**src/rtl/keyboard_key_decoder_if.sv**
```systemverilog
// Byte stream from the PS/2 receiver in, level-held key outputs and error pulse out.
interface keyboard_key_decoder_if;
    logic [7:0] ps2_data;
    logic       ps2_valid;
    logic       key_space;
    logic       key_left;
    logic       key_right;
    logic       kbd_err;

    modport master (
        output ps2_data,
        output ps2_valid,
        input  key_space,
        input  key_left,
        input  key_right,
        input  kbd_err
    );

    modport slave (
        input  ps2_data,
        input  ps2_valid,
        output key_space,
        output key_left,
        output key_right,
        output kbd_err
    );
endinterface

```
**src/rtl/keyboard_key_decoder.sv**
```systemverilog
// Scan-code set 2 decoder: tracks make/break/E0 sequences and holds space, left and right key levels.
//
// state   | meaning
// IDLE    | waiting for a make code or a prefix byte
// EXT     | E0 received, next byte is an extended code
// BRK     | F0 received, next byte is the released key
// EXT_BRK | E0 F0 received, next byte is the released extended key
module keyboard_key_decoder #(
    parameter int unsigned CLK_FREQ       = 65_000_000,
    parameter int unsigned TIMEOUT_CYCLES = 1_300_000
) (
    input  logic                  clk,
    input  logic                  rst,
    keyboard_key_decoder_if.slave bus
);
    typedef enum logic [1:0] {
        IDLE    = 2'd0,
        EXT     = 2'd1,
        BRK     = 2'd2,
        EXT_BRK = 2'd3
    } state_t;

    localparam logic [7:0] C_EXT   = 8'hE0;
    localparam logic [7:0] C_BRK   = 8'hF0;
    localparam logic [7:0] C_SPACE = 8'h29;
    localparam logic [7:0] C_A     = 8'h1C;
    localparam logic [7:0] C_D     = 8'h23;
    localparam logic [7:0] C_LEFT  = 8'h6B;
    localparam logic [7:0] C_RIGHT = 8'h74;
    localparam logic [7:0] C_OVR0  = 8'h00;
    localparam logic [7:0] C_OVR1  = 8'hFF;

    localparam logic [20:0] TO_LAST = 21'(TIMEOUT_CYCLES - 1);
    localparam logic [20:0] CNT_MAX = '1;

    if (CLK_FREQ == 0) begin : g_bad_clk
        $error("keyboard_key_decoder: CLK_FREQ must be non-zero");
    end
    if (TIMEOUT_CYCLES == 0 || TIMEOUT_CYCLES > 2097152) begin : g_bad_timeout
        $error("keyboard_key_decoder: TIMEOUT_CYCLES must fit the 21-bit counter");
    end

    state_t      state, state_n;
    logic [20:0] cnt, cnt_n;
    logic        sp_h, a_h, d_h, la_h, ra_h;
    logic        sp_n, a_n, d_n, la_n, ra_n;
    logic        err_n;

    always_comb begin
        state_n = state;
        cnt_n   = cnt;
        sp_n    = sp_h;
        a_n     = a_h;
        d_n     = d_h;
        la_n    = la_h;
        ra_n    = ra_h;
        err_n   = 1'b0;

        if (bus.ps2_valid) begin
            cnt_n = '0;
            case (state)
                IDLE: begin
                    case (bus.ps2_data)
                        C_EXT:   state_n = EXT;
                        C_BRK:   state_n = BRK;
                        C_SPACE: sp_n = 1'b1;
                        C_A:     a_n  = 1'b1;
                        C_D:     d_n  = 1'b1;
                        C_OVR0, C_OVR1: begin
                            sp_n  = 1'b0;
                            a_n   = 1'b0;
                            d_n   = 1'b0;
                            la_n  = 1'b0;
                            ra_n  = 1'b0;
                            err_n = 1'b1;
                        end
                        default: ;
                    endcase
                end
                EXT: begin
                    case (bus.ps2_data)
                        C_BRK: state_n = EXT_BRK;
                        C_EXT: state_n = EXT;
                        C_LEFT: begin
                            la_n    = 1'b1;
                            state_n = IDLE;
                        end
                        C_RIGHT: begin
                            ra_n    = 1'b1;
                            state_n = IDLE;
                        end
                        default: state_n = IDLE;
                    endcase
                end
                BRK: begin
                    case (bus.ps2_data)
                        C_SPACE: sp_n = 1'b0;
                        C_A:     a_n  = 1'b0;
                        C_D:     d_n  = 1'b0;
                        default: ;
                    endcase
                    state_n = IDLE;
                end
                EXT_BRK: begin
                    case (bus.ps2_data)
                        C_LEFT:  la_n = 1'b0;
                        C_RIGHT: ra_n = 1'b0;
                        default: ;
                    endcase
                    state_n = IDLE;
                end
                default: state_n = IDLE;
            endcase
        end else if (state != IDLE) begin
            // A stalled prefix is abandoned; held keys keep their levels.
            if (cnt == TO_LAST) begin
                state_n = IDLE;
                cnt_n   = '0;
                err_n   = 1'b1;
            end else if (cnt != CNT_MAX) begin
                cnt_n = cnt + 21'd1;
            end
        end else begin
            cnt_n = '0;
        end
    end

    always_ff @(posedge clk) begin
        if (rst) begin
            state         <= IDLE;
            cnt           <= '0;
            sp_h          <= 1'b0;
            a_h           <= 1'b0;
            d_h           <= 1'b0;
            la_h          <= 1'b0;
            ra_h          <= 1'b0;
            bus.key_space <= 1'b0;
            bus.key_left  <= 1'b0;
            bus.key_right <= 1'b0;
            bus.kbd_err   <= 1'b0;
        end else begin
            state         <= state_n;
            cnt           <= cnt_n;
            sp_h          <= sp_n;
            a_h           <= a_n;
            d_h           <= d_n;
            la_h          <= la_n;
            ra_h          <= ra_n;
            bus.key_space <= sp_n;
            bus.key_left  <= a_n | la_n;
            bus.key_right <= d_n | ra_n;
            bus.kbd_err   <= err_n;
        end
    end
endmodule

```
**src/flat_wrapper.sv**
```systemverilog
// flat-port wrapper written by rule: the top's interface ports become plain ports
module keyboard_key_decoder_flat 
#(
    parameter int unsigned CLK_FREQ       = 65_000_000,
    parameter int unsigned TIMEOUT_CYCLES = 1_300_000
)
  (clk, rst, bus_ps2_data, bus_ps2_valid, bus_key_space, bus_key_left, bus_key_right, bus_kbd_err);
  keyboard_key_decoder_if bus_i ();
  input  logic clk;
  input  logic rst;
  input wire logic [$bits(bus_i.ps2_data)-1:0] bus_ps2_data;
  input wire logic [$bits(bus_i.ps2_valid)-1:0] bus_ps2_valid;
  output wire logic [$bits(bus_i.key_space)-1:0] bus_key_space;
  output wire logic [$bits(bus_i.key_left)-1:0] bus_key_left;
  output wire logic [$bits(bus_i.key_right)-1:0] bus_key_right;
  output wire logic [$bits(bus_i.kbd_err)-1:0] bus_kbd_err;
  assign bus_i.ps2_data = bus_ps2_data;
  assign bus_i.ps2_valid = bus_ps2_valid;
  assign bus_key_space = bus_i.key_space;
  assign bus_key_left = bus_i.key_left;
  assign bus_key_right = bus_i.key_right;
  assign bus_kbd_err = bus_i.kbd_err;
  keyboard_key_decoder #(.CLK_FREQ(CLK_FREQ), .TIMEOUT_CYCLES(TIMEOUT_CYCLES)) u_core (.clk(clk), .rst(rst), .bus(bus_i));
endmodule
```
**config.mk**
```make
export PLATFORM = sky130hd
export DESIGN_NAME = keyboard_key_decoder_flat
export DESIGN_NICKNAME = d
export VERILOG_FILES = /design/src/rtl/keyboard_key_decoder_if.sv /design/src/rtl/keyboard_key_decoder.sv /design/src/flat_wrapper.sv
export SDC_FILE = /design/constraint.sdc
export NUM_CORES = 1
export LEC_CHECK = 0
export ABC_AREA = 1
export CAP_MARGIN = 5
export CORE_ASPECT_RATIO = 1.25
export CORE_MARGIN = 2
export CORE_UTILIZATION = 55
export CTS_BUF_LIST = sky130_fd_sc_hd__clkbuf_4
export CTS_CLUSTER_DIAMETER = 50
export DETAILED_ROUTE_END_ITERATION = 10
export PLACE_DENSITY = 0.73
export RECOVER_POWER = 50
export SLEW_MARGIN = 10
export SYNTH_ARGS = -nofsm -noshare
export SYNTH_HDL_FRONTEND = slang
export SYNTH_SLANG_ARGS = --single-unit
```
**constraint.sdc**
```tcl
create_clock -name clk -period 3.35 [get_ports clk]
set_input_delay 0.335 -clock clk [delete_from_list [all_inputs] [get_ports clk]]
set_output_delay 0.335 -clock clk [all_outputs]
set_load 0.02 [all_outputs]
```
==> results of run 1 <==
==> metal layers <==
metal  vias to the layer above  wire, um
li1                       1001         -
met1                       852      1740
met2                        36      2380
met3                        10       144
met4                         0       132
met5                         -         0
==> placed cells by master (no fill, tap or decap), types with 2 or more instances in the layout <==
| cell type | netlist | layout |
|---|---|---|
| a21oi_1 | 7 | 7 |
| a21oi_2 | 2 | 2 |
| a31oi_1 | 4 | 4 |
| clkbuf_4 | 0 | 6 |
| clkdlybuf4s50_1 | 0 | 9 |
| dfxtp_1 | 31 | 31 |
| dlygate4sd3_1 | 0 | 5 |
| inv_1 | 47 | 49 |
| nand2_1 | 96 | 97 |
| nand2_2 | 2 | 2 |
| nand3_1 | 24 | 24 |
| nand4_1 | 8 | 8 |
| nor2_1 | 51 | 51 |
| nor3_1 | 9 | 9 |
| o21ai_1 | 3 | 3 |
| xnor2_1 | 4 | 4 |
| xor2_1 | 6 | 6 |
==> registers in the layout, indices dropped and copies added, names as in the netlist <==
name / count
u_core.la_h: 1
u_core.bus.kbd_err: 1
u_core.cnt: 21
u_core.d_h: 1
u_core.ra_h: 1
u_core.sp_h: 1
u_core.bus.key_left: 1
u_core.bus.key_right: 1
u_core.state: 2
u_core.a_h: 1
==> how the worst min path moves through the flow <==
stage	start	end	slack, ns	cells past startpoint
floorplan	rst	u_core.bus.kbd_err	0.40	1
global placement	u_core.cnt[20]	u_core.cnt[20]	0.47	2
detailed placement	u_core.cnt[20]	u_core.cnt[20]	0.47	2
finish	u_core.cnt[20]	u_core.cnt[20]	0.48	2
CTS	u_core.cnt[20]	u_core.cnt[20]	0.49	2
global route	u_core.cnt[20]	u_core.cnt[20]	0.50	2
==> power by group through the flow <==
stage / registers (mW) / logic, mW / clock network [mW]
2_1_floorplan: 0.380 / 0.0194 / 0
3_3_place_gp: 0.380 / 0.0421 / 0
3_5_place_dp: 0.380 / 0.0419 / 0
4_1_cts: 0.371 / 0.0423 / 0.207
5_1_grt: 0.371 / 0.0472 / 0.219
6_report: 0.371 / 0.0418 / 0.199
==> metrics by stage <==
| step | util | power, mW | area, um^2 | hold slack [ns] |
|---|---|---|---|---|
| 3_3_place_gp | 0.639 | 0.422 | 2080 | 0.471 |
| 2_1_floorplan | - | 0.400 | 1910 | 0.404 |
| 5_1_grt | 0.651 | 0.637 | 2120 | 0.504 |
| 6_report | 0.651 | 0.612 | 2120 | 0.483 |
| 4_1_cts | 0.653 | 0.621 | 2120 | 0.486 |
| 3_5_place_dp | 0.639 | 0.422 | 2080 | 0.472 |
==> cell type report <==
| class | instances | area, um^2 | area share |
|---|---|---|---|
| flip-flops and latches | 31 | 621 | 0.293 |
| multi-input cells | 227 | 1070 | 0.504 |
| repair buffers | 14 | 140 | 0.0662 |
| clock buffers | 6 | 45.0 | 0.0213 |
| well taps | 37 | 46.3 | 0.0219 |
| inverters | 52 | 198 | 0.0934 |
==> logic make-up after synthesis <==
logic type | after synthesis
xor+xnor | 10
flops | 31
compound gates | 18
simple gates | 198
buf+inv | 54
fa+ha+maj | 1
==> critical path: stages, from the launching register on <==
cell	delay, ns
dfxtp_1	0.39
ha_1	0.27
nand2_1	0.08
inv_1	0.04
nand2_1	0.13
clkinvlp_2	0.17
nand2_2	0.10
clkinv_2	0.07
nand2_4	0.10
nor2_8	0.06
inv_1	0.37
nand3_1	0.14
nand2_1	0.08
inv_1	0.04
==> summary.md, run 1 <==
| Metric | Value |
|---|---|
| GPL Wtd Cong | 0.959 |
| FMAX | 469 MHz |
| Die W | 56.7 um |
| Vias | 1899 |
| GRT Util Overall | 0.241 |
| Clock slew at reported path FFs | 0.09 ns |
| Outcome | finished, final reports clean |
| Critical Path RT | 3.59 ns |
| Synth cell count leaders | nand2_1, nor2_1, inv_1 |
| 1st-pass router iterations | 4 |
| Global-route wire length before repair | 7.45 mm |
| Antenna violations before repair | 0 |
| CORE AREA | 3250 um^2 |
| Hold-fix buffers, CTS | 0 |
| CTS Root Cell | clkbuf_4 |
| CP Capture Type | flip-flop |
| CP arrival | 2.37 ns |
| Post-CTS resize count | 0 |
| Synthesized cell area | 1910 um^2 |
| Power share of the combinational group | 0.068 |
| Clock Latency Late Sink | 0.33 ns |
| Final Hold Fails | 0 |
| Sequential share of power | 0.606 |
| H-tree levels | 2 |
| Reg-to-reg startpoint | u_core.cnt[0] |
| Top-count cell post-synth | nand2_1 |
| Slew @ Worst Pin | 0.481 ns |
| Internal | 471 uW |
| Mapped Cells | 312 |
| Async S/R FF share, synth | 0 |
| Max-cap violations | 0 |
| Pins Over Slew Limit | 0 |
| Top post-synthesis cells by area | dfxtp_1, nand2_1, nor2_1 |
| TritonCTS Buffers | 5 |
| Yosys top cell area share | 0.325 |
| Sw Share | 0.230 |
| Post-route clock period utilization | 0.637 |
| Number of synthesis warnings | 0 |
| DR iter-0 viols | 92 |
| Synthesized-area fraction occupied by xor and xnor cells | 0.0459 |
| Most Crowded Layer GR | met2 |
| Dpl cells | 361 |
| Post-route setup slack | 1.22 ns |
| Non-filler cells, final | 367 |
| Input/output buffers | 14 |
| Starting Density | 0.587 |
| Multiplexer share of the synthesized area | 0 |
| Avg Vias per Cell | 5.17 |
| Number of synthesized register bits | 31 |
| Post-Synth Adder-Cell Area | 0.00655 |
| Drt wl/cell | 12.0 um |
| Total grt overflow | 0 |
| Dpl ws | 1.32 ns |
| Largest family of logic cells by synthesized area | simple AND/OR/NAND/NOR gates |
| Period minus WS final | 2.13 ns |
| Worst R2R Path Depth | 13 |
| CP startpoint kind | flip-flop |
| Fill count | 350 |
| Power Dens Cells | 289 nW/um^2 |
| Chip height | 69.9 um |
| Clock Path Buffers | 2 |
| RSZ-0062 raised after global routing | no |
| Met2 usage | 0.466 |
| Final Net Count | 343 |
| Post-Syn Area per Cell | 6.12 um^2 |
| CTS tree | built |
| Final HPWL DP | 3.46 mm |
| Post-CTS setup buffers | 0 |
| Top_reg_cell synth | dfxtp_1 |
| Area share of and/or/nand/nor cells after synthesis | 0.454 |
| Routed WL | 4.40 mm |
| Clock skew | 0.00835 ns |
| Setup TNS | 0 ns |
| Area leader, netlist | dfxtp_1 |
| Setup crit end | u_core.cnt[17] |
| Post-route ant nets | 0 |
| Met3 usage | 0.0519 |
| Die ar. | 3960 um^2 |
| Share of post-route cells with drive strength above 1 | 0.0576 |
| Min-delay worst type | flip-flop to flip-flop |
| Setup CP Type | flip-flop to flip-flop |
| Mapped Nets | 324 |
| Largest net degree at the start of global routing | 16 |
| CP Max Fanout | 12 |
| Num rows | 23 |
| CTS Sinks | 31 |
| Peak supply drop | 0.289 mV |
| FF-to-FF setup slack | 1.22 ns |
| P&R area growth vs syn | 10.9% |
| Synth cell types | 28 |
| Post-synth EDFFs | 0 |
| Post-synthesis compound-gate area fraction | 0.0564 |
| Vias in the first global route | 1819 |
| DR DRC count | 0 |
| Psw | 141 uW |
| Static Leak | 0.999 nW |
| Met1 GRT Util | 0.231 |
| Critical path launch point | u_core.cnt[0] |
| Clock share of power | 0.325 |
| Relative slew slack | 0.678 |
| # setup viols final | 0 |
| Seq/Total Area, Yosys | 0.325 |
| # IOs | 15 |
| FF-to-FF End | u_core.cnt[17] |
| Antenna Cells | 0 |
No activity file was read; power rests on OpenSTA's default activity.
==> run 2: changes to the inputs <==
Settings changed: CORE_UTILIZATION 55 to 54, PLACE_DENSITY 0.73 to 0.75.
Clock period 3.35 ns to 1.9 ns, I/O delays scaled along.
==> summary.md, run 2 (synthesized netlist as in run 1, its figures left out) <==
| Metric | Value |
|---|---|
| Outcome | finished, final reports clean (unchanged) |
| Most frequent cells in the layout | nand2_1, nor2_1, inv_1 (unchanged) |
| Setup CP Type | flip-flop to flip-flop (unchanged) |
| P&R area growth vs syn | 13.0% (was 10.9%) |
| Share of post-route cells with drive strength above 1 | 0.0746 (was 0.0576) |
| FMAX | 587 MHz (was 469 MHz) |
| Vias in the first global route | 1688 (was 1819) |
| Power Dens Cells | 519 nW/um^2 (was 289 nW/um^2) |
| CP arrival | 1.97 ns (was 2.37 ns) |
| CORE AREA | 3420 um^2 (was 3250 um^2) |
| FF-to-FF setup slack | 0.20 ns (was 1.22 ns) |
| Commonest non-fill, non-tap cell in the layout | nand2_1 (unchanged) |
| Num rows | 24 (was 23) |
| Worst R2R Path Depth | 13 (unchanged) |
| GRT Util Overall | 0.224 (was 0.241) |
| # setup viols final | 0 (unchanged) |
| CTS tree | built (unchanged) |
| Regs by FF count | u_core.cnt: 21 flops, u_core.state: 2 flops (unchanged) |
| TritonCTS Buffers | 5 (unchanged) |
| Post-CTS setup buffers | 0 (unchanged) |
| Setup crit end | u_core.cnt[17] (unchanged) |
| Pins Over Slew Limit | 0 (unchanged) |
| Min-delay worst type | flip-flop to flip-flop (unchanged) |
| Clock Path Buffers | 2 (unchanged) |
| CTS Sinks | 31 (unchanged) |
| Routed WL | 4.26 mm (was 4.40 mm) |
| Largest net degree at the start of global routing | 15 (was 16) |
| Drt wl/cell | 11.4 um (was 12.0 um) |
| Clock Latency Late Sink | 0.33 ns (about the same) |
| Avg Vias per Cell | 5.17 (about the same) |
| RSZ-0062 raised after global routing | no (unchanged) |
| Hold-fix buffers, CTS | 0 (unchanged) |
| Peak supply drop | 0.531 mV (was 0.289 mV) |
| Critical Path RT | 2.17 ns (was 3.59 ns) |
| CTS Root Cell | clkbuf_4 (unchanged) |
| Setup TNS | 0 ns (unchanged) |
| Max-cap violations | 0 (unchanged) |
| DR DRC count | 0 (unchanged) |
| Relative slew slack | 0.679 (was 0.678) |
| Vias | 1932 (was 1899) |
| CP startpoint kind | flip-flop (unchanged) |
| FF-to-FF End | u_core.cnt[17] (unchanged) |
| Static Leak | 1.05 nW (was 0.999 nW) |
| Antenna Cells | 0 (unchanged) |
| H-tree levels | 2 (unchanged) |
| 1st-pass router iterations | 4 (unchanged) |
| Clock slew at reported path FFs | 0.10 ns (was 0.09 ns) |
| Post-CTS resize count | 0 (unchanged) |
| DR iter-0 viols | 72 (was 92) |
| CP Max Fanout | 12 (unchanged) |
| Global-route wire length before repair | 7.00 mm (was 7.45 mm) |
| Dpl cells | 366 (was 361) |
| Clock skew | 0.0173 ns (was 0.00835 ns) |
| Input/output buffers | 14 (unchanged) |
| Die ar. | 4030 um^2 (was 3960 um^2) |
| Final HPWL DP | 3.36 mm (was 3.46 mm) |
| Top reg by flops | u_core.cnt (unchanged) |
| Max reg flops | 21 (unchanged) |
| Slew @ Worst Pin | 0.479 ns (was 0.481 ns) |
| Period minus WS final | 1.70 ns (was 2.13 ns) |
| Die W | 57.2 um (was 56.7 um) |
| Starting Density | 0.558 (was 0.587) |
| # IOs | 15 (unchanged) |
| GPL Wtd Cong | 0.893 (was 0.959) |
| Antenna violations before repair | 0 (unchanged) |
| Total grt overflow | 0 (unchanged) |
| Non-filler cells, final | 374 (was 367) |
| Reg-to-reg startpoint | u_core.cnt[1] (was u_core.cnt[0]) |
| CP Capture Type | flip-flop (unchanged) |
| Post-route clock period utilization | 0.897 (was 0.637) |
| Chip height | 70.5 um (was 69.9 um) |
| Final Hold Fails | 0 (unchanged) |
| Post-route ant nets | 0 (unchanged) |
| Final Net Count | 346 (was 343) |
| Critical path launch point | u_core.cnt[1] (was u_core.cnt[0]) |
## run 2: metal layers
metal / GRT usage / up-vias / share of wire
met5: 0 / - / 0
met4: 0.114 / 0 / 0.036
met3: 0.0519 / 17 / 0.028
met2: 0.423 / 41 / 0.53
met1: 0.220 / 854 / 0.41
li1: - / 1020 / -
## run 2: cell type report
class                   count  area [um^2]
fillers                   340         1260
multi-input cells         227         1070
flip-flops and latches     31          621
inverters                  52          198
repair buffers             17          163
clock buffers               7         52.6
well taps                  39         48.8
clock inverters             1         5.00
## run 2: worst min-delay path by stage
stage	start	endpoint	slack [ns]	cells past startpoint
global route	u_core.cnt[20]	u_core.cnt[20]	0.51	2
global placement	u_core.sp_h	u_core.sp_h	0.47	2
floorplan	rst	u_core.bus.kbd_err	0.26	1
detailed placement	u_core.cnt[20]	u_core.cnt[20]	0.47	2
CTS	u_core.cnt[20]	u_core.cnt[20]	0.49	2
finish	u_core.cnt[20]	u_core.cnt[20]	0.48	2
## run 2: worst max-delay path, cell delays in order, from the launching register on
cell      delay, ns
dfxtp_1        0.39
ha_1           0.23
nand2_1        0.07
inv_1          0.09
nand2_4        0.07
clkinv_2       0.08
nand2_2        0.06
clkinv_2       0.06
nand2_4        0.07
nor2_8         0.17
inv_2          0.15
nand3_1        0.11
nand2_1        0.05
inv_1          0.05
## run 2: metrics by stage
stage               setup slack [ns]  area, um^2  hold WS [ns]   util  power (mW)
finish                         0.196        2160         0.484  0.630        1.12
global route                  0.0343        2160         0.506  0.630        1.17
CTS                            0.194        2160         0.487  0.632        1.13
detailed placement             0.147        2100         0.474  0.615       0.745
global placement               0.178        2100         0.466  0.615       0.745
floorplan                      0.329        1910         0.259      -       0.705
## run 2: power by group
group | internal, mW | leakage (nW) | total, mW | switching, mW
Sequential | 0.652 | 0.250 | 0.654 | 0.00125
Clock | 0.173 | 0.0361 | 0.390 | 0.218
Combinational | 0.0336 | 0.760 | 0.0757 | 0.0420
Total | 0.859 | 1.05 | 1.12 | 0.261
